### src/rtl/des_pipe_pkg.sv
// -----------------------------------------------------------------------------
// des_pipe_pkg
// Shared constants and helpers for the DES round pipeline.
//   DES_BLOCK_W : width of one DES block in bits
//   DES_ROUNDS  : number of DES rounds (default elastic chain depth)
//   cnt_w()     : width of an occupancy counter that can hold 0..depth
// -----------------------------------------------------------------------------
package des_pipe_pkg;

   localparam int DES_BLOCK_W = 64;
   localparam int DES_ROUNDS  = 16;

   typedef logic [0:DES_BLOCK_W-1] des_block_t;

   function automatic int cnt_w(input int depth);
      return $clog2(depth + 1);
   endfunction

endpackage

### src/rtl/elastic_pipe_reg_if.sv
// -----------------------------------------------------------------------------
// elastic_pipe_reg_if
// Valid/ready bundle around an elastic pipeline chain.
//   in_data/in_valid/in_ready    : upstream side (index 0 of data is MSB)
//   out_data/out_valid/out_ready : downstream side
//   count                        : number of occupied stages
// Modports:
//   master : the environment (drives in_*, out_ready)
//   slave  : the chain (drives in_ready, out_*, count)
// -----------------------------------------------------------------------------
interface elastic_pipe_reg_if
   import des_pipe_pkg::*;
#(
   parameter int WIDTH = DES_BLOCK_W,
   parameter int DEPTH = DES_ROUNDS
);
   localparam int CNT_W = cnt_w(DEPTH);

   logic [0:WIDTH-1] in_data;
   logic             in_valid;
   logic             in_ready;
   logic [0:WIDTH-1] out_data;
   logic             out_valid;
   logic             out_ready;
   logic [CNT_W-1:0] count;

   modport master (
      output in_data, in_valid, out_ready,
      input  in_ready, out_data, out_valid, count
   );

   modport slave (
      input  in_data, in_valid, out_ready,
      output in_ready, out_data, out_valid, count
   );

endinterface

### src/rtl/elastic_pipe_stage.sv
// -----------------------------------------------------------------------------
// elastic_pipe_stage
// One elastic register slot: a valid bit plus WIDTH data bits.
// Optional feature macro: ELASTIC_PIPE_FLUSH_EN (adds the flush input).
// Ports:
//   clk       : clock, rising edge
//   res       : synchronous active-low reset
//   en        : global enable, 0 holds the slot
//   flush     : (ELASTIC_PIPE_FLUSH_EN only) clears the valid bit, data holds
//   src_valid : valid of the feeding source (upstream port or previous slot)
//   src_data  : data of the feeding source
//   dst_rdy   : ready of the consuming side (next slot or downstream port)
//   v, d      : current slot contents
//   rdy       : slot can take a new value this cycle
// -----------------------------------------------------------------------------
module elastic_pipe_stage
   import des_pipe_pkg::*;
#(
   parameter int WIDTH = DES_BLOCK_W
) (
   input  logic             clk,
   input  logic             res,
   input  logic             en,
`ifdef ELASTIC_PIPE_FLUSH_EN
   input  logic             flush,
`endif
   input  logic             src_valid,
   input  logic [0:WIDTH-1] src_data,
   input  logic             dst_rdy,
   output logic             v,
   output logic [0:WIDTH-1] d,
   output logic             rdy
);

   logic             v_r;
   logic [0:WIDTH-1] d_r;
   logic             flush_s;

`ifdef ELASTIC_PIPE_FLUSH_EN
   assign flush_s = flush;
`else
   assign flush_s = 1'b0;
`endif

   // An empty slot can always refill; a full one only if its content moves on.
   assign rdy = ~v_r | dst_rdy;
   assign v   = v_r;
   assign d   = d_r;

   // Slot register: reset > flush > enable-gated advance; data only loads valid blocks.
   always_ff @(posedge clk) begin
      if (!res) begin
         v_r <= 1'b0;
         d_r <= {WIDTH{1'b0}};
      end else if (flush_s) begin
         v_r <= 1'b0;
      end else if (en && rdy) begin
         v_r <= src_valid;
         if (src_valid) begin
            d_r <= src_data;
         end else begin
            d_r <= d_r;
         end
      end else begin
         v_r <= v_r;
         d_r <= d_r;
      end
   end

endmodule

### src/rtl/elastic_pipe_reg.sv
// -----------------------------------------------------------------------------
// elastic_pipe_reg
// Chain of DEPTH elastic registers with valid/ready flow control, global
// enable and a registered occupancy count. Bubbles are squeezed out when the
// downstream stalls; blocks are never dropped, duplicated or reordered.
// Optional feature macro: ELASTIC_PIPE_FLUSH_EN (adds the flush input, which
// empties the chain in one edge even while en==0).
// Ports:
//   clk   : clock, rising edge
//   res   : synchronous active-low reset
//   en    : global enable, 0 freezes the chain and blocks all transfers
//   flush : (ELASTIC_PIPE_FLUSH_EN only) discard every in-flight block
//   bus   : elastic_pipe_reg_if.slave (in_*, out_*, count)
// Note: in_ready is combinational from out_ready through all stages.
// -----------------------------------------------------------------------------
module elastic_pipe_reg
   import des_pipe_pkg::*;
#(
   parameter int WIDTH = DES_BLOCK_W,
   parameter int DEPTH = DES_ROUNDS
) (
   input  logic                clk,
   input  logic                res,
   input  logic                en,
`ifdef ELASTIC_PIPE_FLUSH_EN
   input  logic                flush,
`endif
   elastic_pipe_reg_if.slave   bus
);

   localparam int CNT_W = cnt_w(DEPTH);

   logic             v_s   [DEPTH];
   logic [0:WIDTH-1] d_s   [DEPTH];
   logic             rdy_s [DEPTH];
   logic             flush_s;
   logic             in_ready_s;
   logic             out_valid_s;
   logic             in_xfer_s;
   logic             out_xfer_s;
   logic [CNT_W-1:0] count_r;

`ifdef ELASTIC_PIPE_FLUSH_EN
   assign flush_s = res & flush;
`else
   assign flush_s = 1'b0;
`endif

   for (genvar i = 0; i < DEPTH; i++) begin : g_stage
      logic             src_valid_s;
      logic [0:WIDTH-1] src_data_s;
      logic             dst_rdy_s;

      if (i == 0) begin : g_src_port
         assign src_valid_s = bus.in_valid;
         assign src_data_s  = bus.in_data;
      end else begin : g_src_prev
         assign src_valid_s = v_s[i-1];
         assign src_data_s  = d_s[i-1];
      end

      if (i == DEPTH - 1) begin : g_dst_port
         assign dst_rdy_s = bus.out_ready;
      end else begin : g_dst_next
         assign dst_rdy_s = rdy_s[i+1];
      end

      elastic_pipe_stage #(
         .WIDTH     (WIDTH)
      ) u_stage (
         .clk       (clk),
         .res       (res),
         .en        (en),
`ifdef ELASTIC_PIPE_FLUSH_EN
         .flush     (flush),
`endif
         .src_valid (src_valid_s),
         .src_data  (src_data_s),
         .dst_rdy   (dst_rdy_s),
         .v         (v_s[i]),
         .d         (d_s[i]),
         .rdy       (rdy_s[i])
      );
   end

   // A flush cycle blocks both ports so nothing is half-transferred.
   assign in_ready_s  = res & en & rdy_s[0] & ~flush_s;
   assign out_valid_s = en & v_s[DEPTH-1] & ~flush_s;
   assign in_xfer_s   = bus.in_valid & in_ready_s;
   assign out_xfer_s  = out_valid_s & bus.out_ready;

   assign bus.in_ready  = in_ready_s;
   assign bus.out_valid = out_valid_s;
   assign bus.out_data  = d_s[DEPTH-1];
   assign bus.count     = count_r;

   // Occupancy tracks port transfers only; internal moves never change it.
   always_ff @(posedge clk) begin
      if (!res) begin
         count_r <= {CNT_W{1'b0}};
      end else if (flush_s) begin
         count_r <= {CNT_W{1'b0}};
      end else begin
         count_r <= count_r + CNT_W'(in_xfer_s) - CNT_W'(out_xfer_s);
      end
   end

endmodule

### src/flat_wrapper.sv
// flat-port wrapper written by rule: the top's interface ports become plain ports
module elastic_pipe_reg_flat import des_pipe_pkg::*;
#(
   parameter int WIDTH = DES_BLOCK_W,
   parameter int DEPTH = DES_ROUNDS
)
  (clk, res, en, bus_in_data, bus_in_valid, bus_out_ready, bus_in_ready, bus_out_data, bus_out_valid, bus_count);
  elastic_pipe_reg_if #(.WIDTH(WIDTH), .DEPTH(DEPTH)) bus_i ();
  input  logic clk;
  input  logic res;
  input  logic en;
  input wire logic [$bits(bus_i.in_data)-1:0] bus_in_data;
  input wire logic [$bits(bus_i.in_valid)-1:0] bus_in_valid;
  input wire logic [$bits(bus_i.out_ready)-1:0] bus_out_ready;
  output wire logic [$bits(bus_i.in_ready)-1:0] bus_in_ready;
  output wire logic [$bits(bus_i.out_data)-1:0] bus_out_data;
  output wire logic [$bits(bus_i.out_valid)-1:0] bus_out_valid;
  output wire logic [$bits(bus_i.count)-1:0] bus_count;
  assign bus_i.in_data = bus_in_data;
  assign bus_i.in_valid = bus_in_valid;
  assign bus_i.out_ready = bus_out_ready;
  assign bus_in_ready = bus_i.in_ready;
  assign bus_out_data = bus_i.out_data;
  assign bus_out_valid = bus_i.out_valid;
  assign bus_count = bus_i.count;
  elastic_pipe_reg #(.WIDTH(WIDTH), .DEPTH(DEPTH)) u_core (.clk(clk), .res(res), .en(en), .bus(bus_i));
endmodule
### config.mk
export PLATFORM = sky130hd
export DESIGN_NAME = elastic_pipe_reg_flat
export DESIGN_NICKNAME = d
export VERILOG_FILES = /design/src/rtl/des_pipe_pkg.sv /design/src/rtl/elastic_pipe_reg_if.sv /design/src/rtl/elastic_pipe_stage.sv /design/src/rtl/elastic_pipe_reg.sv /design/src/flat_wrapper.sv
export SDC_FILE = /design/constraint.sdc
export NUM_CORES = 2
export LEC_CHECK = 0
export CORE_MARGIN = 2
export CORE_UTILIZATION = 40
export DETAILED_ROUTE_END_ITERATION = 7
export GPL_TIMING_DRIVEN = 0
export HOLD_SLACK_MARGIN = 0.03
export MAX_ROUTING_LAYER = met4
export PLACE_DENSITY = 0.58
export RECOVER_POWER = 25
export SYNTH_ARGS = -nofsm -noshare
export SYNTH_HDL_FRONTEND = slang
export SYNTH_SLANG_ARGS = --single-unit
### constraint.sdc
create_clock -name clk -period 5.6 [get_ports clk]
set_clock_uncertainty 0.1 [all_clocks]
set_input_delay 1.68 -clock clk [delete_from_list [all_inputs] [get_ports clk]]
set_output_delay 1.68 -clock clk [all_outputs]
set_load 0.02 [all_outputs]
[After elaboration in Yosys (flattened, before gate mapping)]
Index checks and enable logic that the tools add are counted.
Word-level totals
  flip-flop bits (word level): 1045
  bits of input ports: 69
  logic and storage cells: 104
Cells by class
  add/sub/neg operators: 2
  bitwise gates (word level): 37
  reductions and logical operators: 32
Operator list (count)
  $reduce_and A2 Y1: 16
  $logic_and A1 B1 Y1: 16
  $not A1 Y1: 16
  $or A1 B1 Y1: 16
  $add A5 B1 Y5: 1
  $and A1 B1 Y1: 5
  $sub A5 B1 Y5: 1

[Logic depth before layout (Yosys ltp)]
  word-level depth: 21
  mapped depth: 15

[Cells and area by module]
Synthesis repeated with hierarchy kept, for this count alone.
Unflattened totals
  cell total of the unflattened synthesis: 4567
  area, all modules: 42896.1 µm²
Modules (own cells, without submodules)
  elastic_pipe_stage: instances 16, cells each 283, area an instance 2660.1 µm², seq. area each 1301.2 µm²
  elastic_pipe_reg: instances 1, cells each 39, area an instance 335.3 µm², seq. area each 100.1 µm²

[Worst setup path before layout]
No wires, ideal clock.
  kind: input -> output
  start: input port en
  end: output port bus_out_valid
  arrival time: 2.809 ns
  required time: 3.820 ns
  slack: 1.011 ns
  stages: 4
  buffers on the path: 3
  path through: clkbuf_1 clkbuf_1 buf_1 and2_1
On the way
  word-level cells in the longest chain between the ends: 1
RTL lines
  start: declaration: line flat_wrapper.sv:11  | input logic en;
  $and A1 B1 Y1: line elastic_pipe_reg.sv:88  | assign out_valid_s = en & v_s[DEPTH-1] & ~flush_s;
  end: declaration: line flat_wrapper.sv:17  | output wire logic [$bits(bus_i.out_valid)-1:0] bus_out_valid;
No other way between the ends.

[Worst setup path after layout]
Same ends and word-level chain as after synthesis.

==> results.py <==
metrics = {
    "status": {
        "outcome": "completed",
    },
    "setup_path": {
        "crit_path_end_kind": "primary output",
        "critical_path_buf_inv_count": 4,
        "path_class": "in2out",
        "worst_ep_required_time_ns": 3.82,
        "cp_cell_sequence": "dlygate4sd3_1, clkbuf_4, buf_2, and2_1, clkdlybuf4s50_1",
        "critPathMaxFanout": 19,
        "critical-path-max-stage-delay_ns": 0.63,
        "arrival_ns": 3.76,
        "path_delay_family": "buffers and inverters",
        "startpoint_type": "input port",
        "slowest_stage": "clkdlybuf4s50_1",
    },
    "floorplanning": {
        "core.rowCount": 111,
        "die_w_um": 307,
        "core-area_sq_um": 91400,
        "start_util_pct": 40.2,
        "top_level_ports": 140,
        "die_height_um": 307,
        "die-area_sq_um": 94300,
    },
    "clock_tree": {
        "cts_setup_buffers": 0,
        "cts-root-buf": "clkbuf_16",
        "htree_levels": 3,
        "clock_path_buffers": 3,
        "tritoncts": "yes",
        "clk_pin_slew_ns": 0.06,
        "cts_sinks": 1045,
        "clkLatencyLatePin_ns": 0.66,
        "cts_buffers": 108,
    },
    "route": {
        "dr.first_iter.drc_count": 1396,
        "postRouteAntennaNets": 0,
        "dr_total_vias": 26100,
        "firstDrtPassIters": 5,
        "vias_per_cell": 4.59,
        "drc": 0,
        "drt_wl_total_um": 78800,
        "wl_per_cell_um": 13.8,
    },
    "timing": {
        "setup_viol": 0,
        "final-max-slew-violation-count": 0,
        "slew_headroom_pct": 6.45,
        "rsz0062_at_grt": "false",
        "fin_ws_ns": 0.0644,
        "fmax_mhz": 181,
        "finalHoldViolCount": 0,
        "tightest_slew_ns": 1.39,
        "period_minus_slack_ns": 5.54,
        "post-route-period-util_pct": 98.9,
    },
    "logic_synthesis": {
        "yosysWarnings": 0,
        "synth_area_sq_um": 36700,
        "synth_edf_count": 0,
        "yosysTopAreaCell": "dfxtp_1",
        "synth_top_area_share_pct": 57.0,
        "synth_area_leaders": "dfxtp_1 57%, nand2_1 15%, mux2i_1 10%, a21oi_1 7.2%, clkbuf_1 2.1%",
        "ys.flop_type": "dfxtp_1",
        "yosysSeqAreaShare_pct": 57.0,
        "syn-num-nets": 4254,
        "syn_avg_cell_area_sq_um": 8.79,
        "async_flop_share_pct": 0,
        "synthCells": 4179,
        "synth_cell_types": 59,
        "netlist_top_cells_count": "1493 x nand2_1, 1045 x dfxtp_1, 525 x a21oi_1",
        "yosysMostFrequentCell": "nand2_1",
        "yosys_register_bits": 1045,
    },
    "power": {
        "p_per_area_nw_per_um2": 343,
        "leakage_nw": 15.4,
        "ir_drop_mv": 0.245,
    },
    "placement": {
        "post-place-ws_ns": -0.667,
        "dp_hpwl_um": 56900,
        "io_buffer_count": 138,
        "gp_congestion": 0.800,
        "place_area_sq_um": 39600,
    },
    "run": {
        "cap_violations": 0,
    },
    "layout": {
        "seq_area_sq_um": 20900,
        "multiInputGateArea_sq_um": 14300,
        "nFillCells": 9225,
        "final_cell_area_sq_um": 43000,
        "nNetsFinal": 4501,
        "drive_above_1_share_pct": 5.45,
        "area_growth_syn_to_layout_pct": 17.2,
    },
    "global_routing": {
        "track_usage_pct": 17.2,
        "antenna_found_initial": 3,
        "grt_pass1_wl_um": 131000,
        "grt_pass1_vias": 25100,
        "grt_max_degree": 20,
        "grt_remaining_overflow": 0,
    },
    "min_path": {
        "hp-class": "reg2reg",
    },
}
## per-layer routing
| metal | vias up | wire [um] | track usage, % |
|---|---|---|---|
| met4 | 0 | 1610 | 4.42 |
| met1 | 11300 | 40100 | 23.1 |
| li1 | 14300 | - | - |
| met3 | 115 | 2620 | 2.62 |
| met5 | - | 0 | - |
| met2 | 371 | 34500 | 27.2 |
## cells in the final DEF, fill, tap and decap left out, drive strengths merged, types with 2 or more instances in the layout
cell / Yosys / routed
inv: 11 / 13
and2: 5 / 5
and3: 5 / 5
nor2: 72 / 72
o21ai: 133 / 133
a41o: 2 / 2
o21a: 3 / 3
nand3: 134 / 134
o31ai: 2 / 2
nand2: 1493 / 1493
a22oi: 5 / 5
a211oi: 2 / 2
nand4b: 2 / 2
mux2i: 384 / 384
a21oi: 526 / 526
dfxtp: 1045 / 1045
o211ai: 2 / 2
diode: 0 / 2
ha: 5 / 5
buf: 110 / 97
nand4: 2 / 2
nor2b: 2 / 2
nor3: 3 / 3
dlygate4sd3: 0 / 66
a31oi: 4 / 4
clkbuf: 204 / 395
clkdlybuf4s50: 0 / 71
clkinv: 0 / 14
## worst reg2reg max path, stage by stage, from the launching register on
cell      delay (ns)
dfxtp_1         0.29
buf_2           0.16
nand4b_1        0.22
buf_2           0.30
nor3_4          0.11
a21oi_1         0.50
buf_2           0.43
buf_4           0.35
and2_1          0.18
ha_1            0.17
inv_1           0.06
fa_1            0.38
nor2b_1         0.17
o21a_1          0.15
o21ai_0         0.08
nor3b_1         0.14
## repair_timing
action | in CTS | in global routing
resized for setup | 6 | 2
endpoints found under the setup margin | 2 | 1
hold buffers | 0 | 0
## cells by family after synthesis
logic type / synth area share [%]
compound gates: 9.79
simple gates: 18.4
buf+inv: 4.07
mux: 10.5
flops: 57.0
xor+xnor: 0.0477
fa+ha+maj: 0.225
## registers in the layout, indices dropped and copies added, names as in the netlist
register                  flops
u_core.bus.count              5
u_core.g_stage.u_stage.d   1024
u_core.g_stage.u_stage.v     16
## worst paths after layout
check	startpoint	to	slack (ns)	cells past startpoint
setup / recovery	en	bus_out_valid	0.06	5
hold / removal	u_core.g_stage[7].u_stage.d[59]	u_core.g_stage[8].u_stage.d[59]	0.34	2
setup reg to reg	u_core.g_stage[13].u_stage.v	u_core.bus.count[4]	1.67	15
hold reg to reg	u_core.g_stage[7].u_stage.d[59]	u_core.g_stage[8].u_stage.d[59]	0.34	2
## layout make-up
class	count	area share, %
Antenna cell	2	0.0116
Buffer	313	3.34
Clock buffer	179	7.87
Clock inverter	16	0.209
Inverter	11	0.0959
Multi-Input combinational cell	2809	33.2
Sequential cell	1045	48.6
Tap cell	1186	3.45
Timing Repair Buffer	138	3.21
## power breakdown
part | switching (mW) | internal (mW)
registers | 0.00931 | 7.47
logic | 0.244 | 0.118
clock network | 2.82 | 4.09
total | 3.07 | 11.7
## per-stage QoR
stage | setup TNS [ns] | cells | hold slack (ns) | power (mW) | utilization, %
after floorplan | 0 | 4179 | 0.332 | 7.85 | -
after global placement | -1.19 | 5503 | 0.341 | 8.01 | 43.3
after detailed placement | -1.27 | 5503 | 0.345 | 8.01 | 43.3
after CTS | 0 | 5697 | 0.352 | 14.9 | 47.1
after global routing | 0 | 5699 | 0.360 | 15.3 | 47.1
final | 0 | 5699 | 0.341 | 14.7 | 47.1
(Power assumes the default switching activity.)
